File: src/rtl/chess_move_entry_if.sv
// chess_move_entry_if: character/move bus around the keyboard move-entry stage.
//   ascii_char  character from the PS/2 decoder
//   ready       decoder character-ready level (new character on rising edge)
//   move_ack    chess state machine has consumed the offered move
//   from_sq     {rank-1, file} of the source square, file a=0
//   to_sq       {rank-1, file} of the destination square
//   move_valid  move offered, held until acknowledged
//   entry_cnt   characters accepted so far, 0..4
//   entry_err   one-cycle pulse per rejected character or illegal confirm
// master: decoder / chess state machine side. slave: the move-entry block.
interface chess_move_entry_if;
  logic [7:0] ascii_char;
  logic       ready;
  logic       move_ack;
  logic [5:0] from_sq;
  logic [5:0] to_sq;
  logic       move_valid;
  logic [2:0] entry_cnt;
  logic       entry_err;

  modport master (
    output ascii_char,
    output ready,
    output move_ack,
    input  from_sq,
    input  to_sq,
    input  move_valid,
    input  entry_cnt,
    input  entry_err
  );

  modport slave (
    input  ascii_char,
    input  ready,
    input  move_ack,
    output from_sq,
    output to_sq,
    output move_valid,
    output entry_cnt,
    output entry_err
  );
endinterface

File: src/rtl/chess_move_entry.sv
// chess_move_entry: assembles typed algebraic coordinates ("e2e4") into from/to square
// indices, validates each character, handles backspace/escape, and offers the finished
// move under a valid/ack handshake.
//   CLOCK_27  system clock (decoder clock domain)
//   RESET     synchronous, active-high reset
//   ENTER     raw asynchronous push-button level, confirms the move
//   bus       chess_move_entry_if.slave: ascii_char/ready/move_ack in,
//             from_sq/to_sq/move_valid/entry_cnt/entry_err out (all registered)
module chess_move_entry #(
  parameter logic [7:0] BKSP_CODE      = 8'h08,
  parameter logic [7:0] ESC_CODE       = 8'h1B,
  parameter logic [7:0] KBD_ENTER_CODE = 8'h0D
) (
  input  logic                 CLOCK_27,
  input  logic                 RESET,
  input  logic                 ENTER,
  chess_move_entry_if.slave    bus
);

  typedef enum logic [2:0] {
    StF0,
    StR0,
    StF1,
    StR1,
    StDone,
    StOffer
  } state_e;

  state_e state_q;
  logic   ready_q;
  logic   enter_s1_q;
  logic   enter_s2_q;
  logic   enter_s3_q;

  logic       chr_stb;
  logic       btn_stb;
  logic       kbd_confirm;
  logic       confirm;
  logic       is_file;
  logic       is_rank;
  logic       is_bksp;
  logic       is_esc;
  logic [2:0] file_val;
  logic [2:0] rank_val;

  always_comb begin
    chr_stb     = bus.ready & ~ready_q;
    btn_stb     = enter_s2_q & ~enter_s3_q;
    kbd_confirm = chr_stb && (bus.ascii_char == KBD_ENTER_CODE);
    confirm     = btn_stb | kbd_confirm;

    is_file = ((bus.ascii_char >= 8'h61) && (bus.ascii_char <= 8'h68)) ||
              ((bus.ascii_char >= 8'h41) && (bus.ascii_char <= 8'h48));
    is_rank = (bus.ascii_char >= 8'h31) && (bus.ascii_char <= 8'h38);
    is_bksp = (bus.ascii_char == BKSP_CODE);
    is_esc  = (bus.ascii_char == ESC_CODE);

    // 'a'/'A'/'1' all end in 3'b001, so the low three bits minus one give the index.
    file_val = bus.ascii_char[2:0] - 3'd1;
    rank_val = bus.ascii_char[2:0] - 3'd1;
  end

  always_ff @(posedge CLOCK_27) begin
    if (RESET) begin
      state_q        <= StF0;
      ready_q        <= 1'b0;
      enter_s1_q     <= 1'b0;
      enter_s2_q     <= 1'b0;
      enter_s3_q     <= 1'b0;
      bus.from_sq    <= 6'd0;
      bus.to_sq      <= 6'd0;
      bus.move_valid <= 1'b0;
      bus.entry_cnt  <= 3'd0;
      bus.entry_err  <= 1'b0;
    end else begin
      ready_q       <= bus.ready;
      enter_s1_q    <= ENTER;
      enter_s2_q    <= enter_s1_q;
      enter_s3_q    <= enter_s2_q;
      bus.entry_err <= 1'b0;

      if (state_q == StOffer) begin
        // Squares are frozen; only the ack matters, and any same-cycle key is dropped.
        if (bus.move_ack) begin
          state_q        <= StF0;
          bus.move_valid <= 1'b0;
          bus.from_sq    <= 6'd0;
          bus.to_sq      <= 6'd0;
          bus.entry_cnt  <= 3'd0;
        end
      end else if (confirm) begin
        // Takes precedence over a simultaneous ordinary key, which is discarded.
        if (state_q == StDone && bus.from_sq != bus.to_sq) begin
          state_q        <= StOffer;
          bus.move_valid <= 1'b1;
        end else if (state_q == StDone) begin
          state_q       <= StF0;
          bus.from_sq   <= 6'd0;
          bus.to_sq     <= 6'd0;
          bus.entry_cnt <= 3'd0;
          bus.entry_err <= 1'b1;
        end else begin
          bus.entry_err <= 1'b1;
        end
      end else if (chr_stb) begin
        if (is_esc) begin
          state_q       <= StF0;
          bus.from_sq   <= 6'd0;
          bus.to_sq     <= 6'd0;
          bus.entry_cnt <= 3'd0;
        end else if (is_bksp) begin
          case (state_q)
            StR0: begin
              state_q          <= StF0;
              bus.from_sq[2:0] <= 3'd0;
              bus.entry_cnt    <= 3'd0;
            end
            StF1: begin
              state_q          <= StR0;
              bus.from_sq[5:3] <= 3'd0;
              bus.entry_cnt    <= 3'd1;
            end
            StR1: begin
              state_q        <= StF1;
              bus.to_sq[2:0] <= 3'd0;
              bus.entry_cnt  <= 3'd2;
            end
            StDone: begin
              state_q        <= StR1;
              bus.to_sq[5:3] <= 3'd0;
              bus.entry_cnt  <= 3'd3;
            end
            default: ;
          endcase
        end else begin
          case (state_q)
            StF0: begin
              if (is_file) begin
                state_q          <= StR0;
                bus.from_sq[2:0] <= file_val;
                bus.entry_cnt    <= 3'd1;
              end else begin
                bus.entry_err <= 1'b1;
              end
            end
            StR0: begin
              if (is_rank) begin
                state_q          <= StF1;
                bus.from_sq[5:3] <= rank_val;
                bus.entry_cnt    <= 3'd2;
              end else begin
                bus.entry_err <= 1'b1;
              end
            end
            StF1: begin
              if (is_file) begin
                state_q        <= StR1;
                bus.to_sq[2:0] <= file_val;
                bus.entry_cnt  <= 3'd3;
              end else begin
                bus.entry_err <= 1'b1;
              end
            end
            StR1: begin
              if (is_rank) begin
                state_q        <= StDone;
                bus.to_sq[5:3] <= rank_val;
                bus.entry_cnt  <= 3'd4;
              end else begin
                bus.entry_err <= 1'b1;
              end
            end
            // Entry complete: only edit keys or confirm are meaningful.
            default: bus.entry_err <= 1'b1;
          endcase
        end
      end
    end
  end

endmodule

File: src/flat_wrapper.sv
// flat-port wrapper written by rule: the top's interface ports become plain ports
module chess_move_entry_flat 
#(
  parameter logic [7:0] BKSP_CODE      = 8'h08,
  parameter logic [7:0] ESC_CODE       = 8'h1B,
  parameter logic [7:0] KBD_ENTER_CODE = 8'h0D
)
  (CLOCK_27, RESET, ENTER, bus_ascii_char, bus_ready, bus_move_ack, bus_from_sq, bus_to_sq, bus_move_valid, bus_entry_cnt, bus_entry_err);
  chess_move_entry_if bus_i ();
  input  logic CLOCK_27;
  input  logic RESET;
  input  logic ENTER;
  input wire logic [$bits(bus_i.ascii_char)-1:0] bus_ascii_char;
  input wire logic [$bits(bus_i.ready)-1:0] bus_ready;
  input wire logic [$bits(bus_i.move_ack)-1:0] bus_move_ack;
  output wire logic [$bits(bus_i.from_sq)-1:0] bus_from_sq;
  output wire logic [$bits(bus_i.to_sq)-1:0] bus_to_sq;
  output wire logic [$bits(bus_i.move_valid)-1:0] bus_move_valid;
  output wire logic [$bits(bus_i.entry_cnt)-1:0] bus_entry_cnt;
  output wire logic [$bits(bus_i.entry_err)-1:0] bus_entry_err;
  assign bus_i.ascii_char = bus_ascii_char;
  assign bus_i.ready = bus_ready;
  assign bus_i.move_ack = bus_move_ack;
  assign bus_from_sq = bus_i.from_sq;
  assign bus_to_sq = bus_i.to_sq;
  assign bus_move_valid = bus_i.move_valid;
  assign bus_entry_cnt = bus_i.entry_cnt;
  assign bus_entry_err = bus_i.entry_err;
  chess_move_entry #(.BKSP_CODE(BKSP_CODE), .ESC_CODE(ESC_CODE), .KBD_ENTER_CODE(KBD_ENTER_CODE)) u_core (.CLOCK_27(CLOCK_27), .RESET(RESET), .ENTER(ENTER), .bus(bus_i));
endmodule
File: config.mk
export PLATFORM = sky130hd
export DESIGN_NAME = chess_move_entry_flat
export DESIGN_NICKNAME = d
export VERILOG_FILES = /design/src/rtl/chess_move_entry_if.sv /design/src/rtl/chess_move_entry.sv /design/src/flat_wrapper.sv
export SDC_FILE = /design/constraint.sdc
export NUM_CORES = 1
export LEC_CHECK = 0
export ABC_AREA = 0
export CAP_MARGIN = 20
export CELL_PAD_IN_SITES_DETAIL_PLACEMENT = 0
export CELL_PAD_IN_SITES_GLOBAL_PLACEMENT = 1
export CORE_ASPECT_RATIO = 2
export CORE_MARGIN = 8
export CORE_UTILIZATION = 26
export CTS_BUF_LIST = sky130_fd_sc_hd__clkbuf_2
export DETAILED_ROUTE_END_ITERATION = 8
export MAX_ROUTING_LAYER = met4
export PLACE_DENSITY_LB_ADDON = 0.1
export SLEW_MARGIN = 25
export SYNTH_ARGS = -nofsm -noshare
export SYNTH_HDL_FRONTEND = slang
export SYNTH_SLANG_ARGS = --single-unit
export TNS_END_PERCENT = 5
File: constraint.sdc
create_clock -name CLOCK_27 -period 2.08 [get_ports CLOCK_27]
set_input_delay 0.416 -clock CLOCK_27 [delete_from_list [all_inputs] [get_ports CLOCK_27]]
set_output_delay 0.416 -clock CLOCK_27 [all_outputs]
set_load 0.05 [all_outputs]
Yosys cells after proc, flatten, opt, wreduce, memory -nomap -nowiden

Index checks and enable logic that the tools add are counted.

Add/sub/neg operators: 1
Multiply operators: 0
Div/mod/pow operators: 0
$lt $le $gt $ge: 6
Equal/unequal tests: 23
Shift operators: 0
Mux-type cells: 51
Bitwise gates (word level): 5
Reduce and logical (&&, ||, !) cells: 27

Operators with widths:

| cell                 | count |
|---|---|
| $mux W6              | 13 |
| $mux W3              | 24 |
| $reduce_bool A5 Y1   | 6 |
| $reduce_and A7 Y1    | 4 |
| $ne A6 B1 Y1 const B | 4 |
| $pmux W3 S4          | 2 |
| $eq A8 B4 Y1 const B | 2 |
| $ge A8 B7 Y1 const B | 2 |
| $le A8 B7 Y1 const B | 2 |
| $ne A5 B4 Y1 const B | 3 |
| $mux W1              | 11 |
| $reduce_and A10 Y1   | 1 |
| $reduce_and A9 Y1    | 1 |
| $eq A8 B5 Y1 const B | 1 |
| $ge A8 B6 Y1 const B | 1 |
| $le A8 B6 Y1 const B | 1 |
| $ne A4 B4 Y1 const B | 2 |
| $ne A8 B7 Y1 const B | 1 |
| $reduce_bool A8 Y1   | 1 |
| $ne A7 B7 Y1 const B | 1 |
| $eq A3 B2 Y1 const B | 2 |
| $eq A3 B3 Y1 const B | 2 |
| $ne A3 B3 Y1 const B | 2 |
| $ne A6 B6 Y1         | 1 |
| 14 further kinds     | 23 |

Bits in registers: 24
Bits in latches: 0
Bits in writable memories: 0
Memory bits (read-only): 0
Input port bits: 13
Output and inout port bits: 17
Logic and storage cells: 125
Memories: 0

Depth between registers and ports, before layout

Gate-level depths: netlist of run 1.

Depth in word-level cells: 10
Depth in mapped cells: 8
Gate-level depth less buffers: 8

Least setup slack after synthesis of run 1

OpenSTA, ideal clock, no wires.

Path type: input to register
Start: input port bus_ascii_char[1]
End: register u_core.bus.to_sq[3]
Setup time: 72 ps
Arrival: 2112 ps
Data required time: 2008 ps
Setup slack: -103 ps
Cell stages on the path: 8
Buffers on the path: 0
Cells stage by stage: inv_1 > ha_1 > or4b_4 > o2111ai_4 > nor3_1 > or4_1 > o211ai_2 > mux2i_1

Cells in the longest elaborated chain, start to end: 6
Elaborated cells on any way between the ends: 20
Classes of those cells: 2 x order compare; 6 x eq/ne; 5 x mux; 1 x bitwise; 6 x reduce/logical

RTL lines:

| item                                                 | RTL line                  | source |
|---|---|---|
| start: declaration                                   | flat_wrapper.sv:13        | `input wire logic [$bits(bus_i.ascii_char)-1:0] bus_ascii_char;` |
| branches (longest 6 deep; another with $ge A8 B6 Y1) | -                         |  |
| end signal: assignment                               | chess_move_entry.sv:167   | `bus.to_sq[5:3] <= rank_val;` |
| end: declaration                                     | chess_move_entry_if.sv:37 | `output to_sq,` |

Parallel ways; which one is timed is not known. The select of a mux whose other input is x is not followed.
A chain may end at the register's enable or synchronous reset.

Worst setup path after layout of run 1

Ends and elaborated chain as after synthesis.

==> out/qor.csv, run 1 <==
metric,value,unit
outcome,"complete, no violations",
I/O pins,30,
vias in the first global route,1622,
synthesis-to-finish area growth,42.2,%
Post-Syn Area per Cell,9.77,sq um
worst-skew pair later-pin latency,0.32,ns
CP required,2.35,ns
CP Class,in -> reg,
RR Endpoint,u_core.bus.to_sq[0],
CTS tree,built,
Max VDD drop,280,uV
fraction of registers with async set or reset after synthesis,0,
Yosys cell types,59,
I/O Buffers,29,
global placer's final weighted congestion,0.917,
GR Overflow Total,0,
DIE HEIGHT,129,um
Synth Instances,170,
first-pass GRT wire length,8140,um
Placed Area,2290,sq um
LEAKAGE,0.00101,uW
Final Cycle Share,0.990,
Iter 0 DRT Violations,50,
antenna violations before repair,0,
final net count,252,
Post-synth EDFFs,0,
DRT Wirelength,5010,um
"Clk pin slew, worst setup/hold paths",0.20,ns
clock skew,0.00595,ns
"commonest non-fill, non-tap cell in the layout",buf_4,
Yosys reg bits,24,
crit end category,register,
Hold Crit Class,reg -> reg,
share of layout cells above drive strength 1,0.329,
critical path launch point,bus_ascii_char[1],
DR vias,1499,
WL per Instance,15.6,um
Core ar.,6260,sq um
Reg-to-Reg Start,u_core.bus.to_sq[5],
Post-route DRC,0,
GRT Util Overall,0.113,
total die area,9360,sq um
final hold vios,0,
Synth Warn #,0,
R2R Setup Slk,0.15,ns
Reg2Reg Depth,7,
CP Data Arrival Time,2.33,ns
Total Power,878,uW
"commonest non-fill, non-tap cells in the layout","buf_4, dfxtp_1, clkdlybuf4s50_1",
Hold Crit Depth,1,
Max-slew headroom,0.646,
max-cap viol count,0,
Starting Density,0.265,
syn_nets,187,
row count,41,
maximum clock frequency,486,MHz
Die X,72.5,um
first-pass iteration count of the detailed router,4,
Final Cell Area,2360,sq um
Ant. Diodes,0,
critical path startpoint category,primary input,
Final min period,2.06,ns
Post-Syn Area,1660,sq um
count of final setup violators,0,
Routed Antenna Nets,0,
RSZ-0062 raised after global routing,true,
Final HPWL DP,4150,um
ys flop type,dfxtp_1,
CP Capture Point,u_core.bus.to_sq[3],
Avg Vias per Cell,4.68,
critical path peak fanout,3,
CTS H-Tree Depth,1,
"Slew Viols, Final",0,
sequential element share of the synthesized area,0.289,
Num CTS Buffers,3,
worst slew pin tran,0.529,ns
cell area power density,372,nW/um^2
clock sink count,24,
Clock Root Buffer,clkbuf_2,
largest net degree at the start of global routing,25,
# fillers,668,
CTS max path bufs,2,
==> Yosys cell counts, types with 4 or more instances <==
library cell | number | area (sq um)
a21oi_1 | 5 | 25.0
dfxtp_1 | 24 | 480
ha_1 | 4 | 50.1
inv_1 | 4 | 15.0
mux2i_1 | 13 | 130
nand2_1 | 15 | 56.3
nand2b_1 | 17 | 106
nor2_1 | 6 | 22.5
nor2b_1 | 6 | 37.5
nor3_1 | 4 | 20.0
o21a_1 | 4 | 30.0
xor2_1 | 7 | 61.3
==> where the power goes <==
part           internal [uW]  switching (uW)
Clock                   41.8             130
Sequential               471            7.15
Combinational            105             123
Total                    618             260
==> metal layers <==
layer | GRT usage | vias up | share of wire
li1 | - | 742 | -
met1 | 0.105 | 722 | 0.36
met2 | 0.217 | 26 | 0.58
met3 | 0.0139 | 9 | 0.032
met4 | 0.0546 | 0 | 0.029
met5 | - | - | 0
==> critical path, stage by stage <==
cell and delay, ns:
clkdlybuf4s15_1 0.19, inv_2 0.08, ha_2 0.17, or4b_4 0.50, o2111ai_4 0.12, nor3_2 0.06, or4_4 0.43, o211ai_4 0.14
mux2i_1 0.21
==> registers in the layout (all words and copies together), names as in the netlist <==
register               flops
u_core.bus.move_valid      1
u_core.enter_s2_q          1
u_core.enter_s3_q          1
u_core.bus.entry_cnt       3
u_core.state_q             3
u_core.bus.entry_err       1
u_core.enter_s1_q          1
u_core.bus.from_sq         6
u_core.ready_q             1
u_core.bus.to_sq           6
==> final cells by class <==
| cell class | instances | area (sq um) | area share |
|---|---|---|---|
| Clock buffer | 3 | 15.0 | 0.00635 |
| Sequential cell | 24 | 480 | 0.203 |
| Timing Repair Buffer | 66 | 563 | 0.238 |
| Multi-Input combinational cell | 135 | 1170 | 0.497 |
| Clock inverter | 1 | 3.75 | 0.00159 |
| Tap cell | 86 | 108 | 0.0455 |
| Inverter | 5 | 18.8 | 0.00794 |
==> timing repair <==
action,CTS,global route
setup buffers,1,2
gates resized for setup,16,6
hold buffers,0,0
endpoints found under the setup margin,18,18
pin swaps,4,4
==> how the worst min path moves through the flow <==
stage	from	endpoint	slack [ns]
after detailed placement	u_core.enter_s1_q	u_core.enter_s2_q	0.42
after floorplan	u_core.enter_s1_q	u_core.enter_s2_q	0.41
after global routing	u_core.enter_s1_q	u_core.enter_s2_q	0.47
final	u_core.enter_s1_q	u_core.enter_s2_q	0.46
after global placement	u_core.enter_s1_q	u_core.enter_s2_q	0.42
after CTS	u_core.enter_s1_q	u_core.enter_s2_q	0.46
==> logic make-up (layout without fill, tap and decap cells) <==
| kind of cell | Yosys count | count (layout) | share of synthesized area |
|---|---|---|---|
| and+or+nand+nor | 77 | 77 | 0.303 |
| AOI/OAI and AO/OA | 33 | 33 | 0.217 |
| DFF | 24 | 24 | 0.289 |
| muxes | 13 | 13 | 0.0783 |
| buffers and inverters | 11 | 75 | 0.0399 |
| xor gates and xnor gates | 8 | 8 | 0.0422 |
| adders and majority gates | 4 | 4 | 0.0301 |
==> through the flow <==
stage / utilization / setup slack [ns] / hold WS [ns] / instances / TNS (ns)
2_1_floorplan: - / 0.0134 / 0.414 / 170 / 0
3_3_place_gp: 0.365 / -0.644 / 0.422 / 313 / -11.21
3_5_place_dp: 0.365 / -0.672 / 0.422 / 313 / -11.25
4_1_cts: 0.373 / -0.0000591 / 0.461 / 318 / -0.0000591
5_1_grt: 0.378 / -0.0278 / 0.467 / 320 / -0.0893
6_report: 0.378 / 0.0203 / 0.458 / 320 / 0
(Power assumes the default switching activity.)
==> run 2: changes to the inputs <==
--- a/config.mk
+++ b/config.mk
@@ -15,5 +15,4 @@
 export CTS_BUF_LIST = sky130_fd_sc_hd__clkbuf_2
 export DETAILED_ROUTE_END_ITERATION = 8
-export MAX_ROUTING_LAYER = met4
 export PLACE_DENSITY_LB_ADDON = 0.1
 export SLEW_MARGIN = 25
==> constraint.sdc (replaced) <==
create_clock -name CLOCK_27 -period 2.08 [get_ports CLOCK_27]
set_input_delay 0.416 -clock CLOCK_27 [delete_from_list [all_inputs] [get_ports CLOCK_27]]
set_output_delay 0.416 -clock CLOCK_27 [all_outputs]
set_load 0.005 [all_outputs]
==> run 2 against run 1 <==
Compared with the run above:
- sequential power about the same
- combinational power decreased by 8%
- largest power group unchanged
- critical path type unchanged
- setup slack improved by 0.0039 ns
==> out/qor.csv, run 2 (synthesized netlist as in run 1, its figures left out) <==
metric,value,unit,change
maximum clock frequency,486,MHz,about the same
Post-route DRC,0,,unchanged
crit end category,register,,unchanged
CP required,2.35,ns,about the same
RSZ-0062 raised after global routing,true,,unchanged
Final min period,2.06,ns,about the same
worst-skew pair later-pin latency,0.32,ns,about the same
Ant. Diodes,0,,unchanged
clock skew,0.00593,ns,was 0.00595 ns
Largest regs,"u_core.bus.from_sq: 6 flops, u_core.bus.to_sq: 6 flops",,unchanged
Iter 0 DRT Violations,52,,was 50
critical path startpoint category,primary input,,unchanged
DRT Wirelength,5010,um,about the same
CP Class,in -> reg,,unchanged
Die X,72.5,um,unchanged
switching power,241,uW,was 260 uW
first-pass iteration count of the detailed router,4,,unchanged
Routed Antenna Nets,0,,unchanged
"Clk pin slew, worst setup/hold paths",0.20,ns,about the same
GR Util met2,0.217,,unchanged
outcome,"complete, no violations",,unchanged
first-pass GRT wire length,8130,um,was 8140 um
area of the multi-input gates,1170,sq um,unchanged
clock sink count,24,,unchanged
Finished Layout Cells,320,,unchanged
"commonest non-fill, non-tap cells in the layout","buf_4, dfxtp_1, clkdlybuf4s50_1",,unchanged
Max-slew headroom,0.702,,was 0.646
final hold vios,0,,unchanged
Hold Crit Class,reg -> reg,,unchanged
Register Area,480,sq um,unchanged
Post-CTS Hold Buffers,0,,unchanged
Placed Area,2290,sq um,unchanged
Final Cell Area,2360,sq um,about the same
sequential share of power,0.556,,was 0.544
CTS max path bufs,2,,unchanged
LEAKAGE,0.000956,uW,was 0.00101 uW
synthesis-to-finish area growth,41.8,%,was 42.2%
vias in the first global route,1622,,unchanged
count of final setup violators,0,,unchanged
"Slew Viols, Final",0,,unchanged
Core ar.,6260,sq um,unchanged
# fillers,665,,was 668
Clock Root Buffer,clkbuf_2,,unchanged
critical path peak fanout,3,,unchanged
internal power,618,uW,about the same
DR vias,1487,,was 1499
row count,41,,unchanged
max-cap viol count,0,,unchanged
pre-CTS setup slack,-0.672,ns,unchanged
switching portion of total power,0.281,,was 0.296
I/O pins,30,,unchanged
global placer's final weighted congestion,0.902,,was 0.917
cell area power density,365,nW/um^2,was 372 nW/um^2
setup TNS,0,ns,unchanged
WL per Instance,15.7,um,was 15.6 um
Avg Vias per Cell,4.65,,was 4.68
CP Data Arrival Time,2.32,ns,was 2.33 ns
I/O Buffers,29,,unchanged
worst slew pin tran,0.447,ns,was 0.529 ns
DIE HEIGHT,129,um,unchanged
CTS H-Tree Depth,1,,unchanged
Clock Power Share,0.200,,was 0.196
GR Overflow Total,0,,unchanged
CTS tree,built,,unchanged
antenna violations before repair,0,,unchanged
share of layout cells above drive strength 1,0.329,,unchanged
GRT Util Overall,0.110,,was 0.113
Num CTS Buffers,3,,unchanged
largest net degree at the start of global routing,25,,unchanged
Starting Density,0.265,,unchanged
Final Cycle Share,0.988,,was 0.990
"commonest non-fill, non-tap cell in the layout",buf_4,,unchanged
final net count,252,,unchanged
placed cell count,313,,unchanged
met3 Use GR,0.0163,,was 0.0139
Final WS setup,0.0242,ns,was 0.0203 ns
GRT met1 Usage,0.104,,was 0.105
Gate power share,0.244,,was 0.260
Max VDD drop,277,uV,was 280 uV
total die area,9360,sq um,unchanged
gr busiest metal,met2,,unchanged
Final HPWL DP,4150,um,unchanged
[run 2: cell types whose count changed in the layout (fill, tap and decap cells not counted), sizes merged]
cell / delta
clkdlybuf4s50: +3
dlymetal6s2s: -3
[run 2: critical path: stages]
cell             delay [ns]
clkdlybuf4s15_1        0.19
inv_2                  0.08
ha_2                   0.17
or4b_4                 0.50
o2111ai_4              0.12
nor3_2                 0.06
or4_4                  0.43
o211ai_4               0.14
mux2i_1                0.21
[run 2: final timing paths]
kind                         endpoint  slack (ns)                start  cells after the start
setup reg to reg  u_core.bus.to_sq[0]        0.15  u_core.bus.to_sq[5]                      7
hold reg to reg     u_core.enter_s2_q        0.46    u_core.enter_s1_q                      1
setup / recovery  u_core.bus.to_sq[3]        0.02    bus_ascii_char[1]                      9
hold / removal      u_core.enter_s2_q        0.46    u_core.enter_s1_q                      1
[run 2: through the flow]
step,hold WS (ns),utilization,power [uW]
3_3_place_gp,0.422,0.365,694
4_1_cts,0.461,0.373,875
3_5_place_dp,0.422,0.365,695
6_report,0.458,0.376,859
2_1_floorplan,0.414,-,588
5_1_grt,0.467,0.376,905
[run 2: timing repair]
| action | 4_1_cts | 5_1_grt |
|---|---|---|
| pin swaps | 4 | 4 |
| endpoints found under the setup margin | 18 | 15 |
| gates resized for setup | 16 | 3 |
| buffers inserted | 1 | 2 |
[run 2: per-layer routing]
layer  vias to the layer above  part of all wire
li1                        739                 -
met3                         9             0.033
met2                        26              0.58
met1                       713              0.36
met4                         0             0.029
met5                         -                 0
[run 2: final cells by class]
type                    count  share of cell area
multi-input cells         135               0.499
repair buffers             66               0.236
well taps                  86              0.0457
inverters                   5             0.00797
flip-flops and latches     24               0.204
clock inverters             1             0.00159
clock buffers               3             0.00637
[run 2: power groups by stage]
stage	Combinational [uW]	Clock (uW)	Sequential, uW
after detailed placement	207	0	487
final	210	172	478
after CTS	209	187	479
after floorplan	103	0	485
after global routing	227	198	480
after global placement	207	0	487
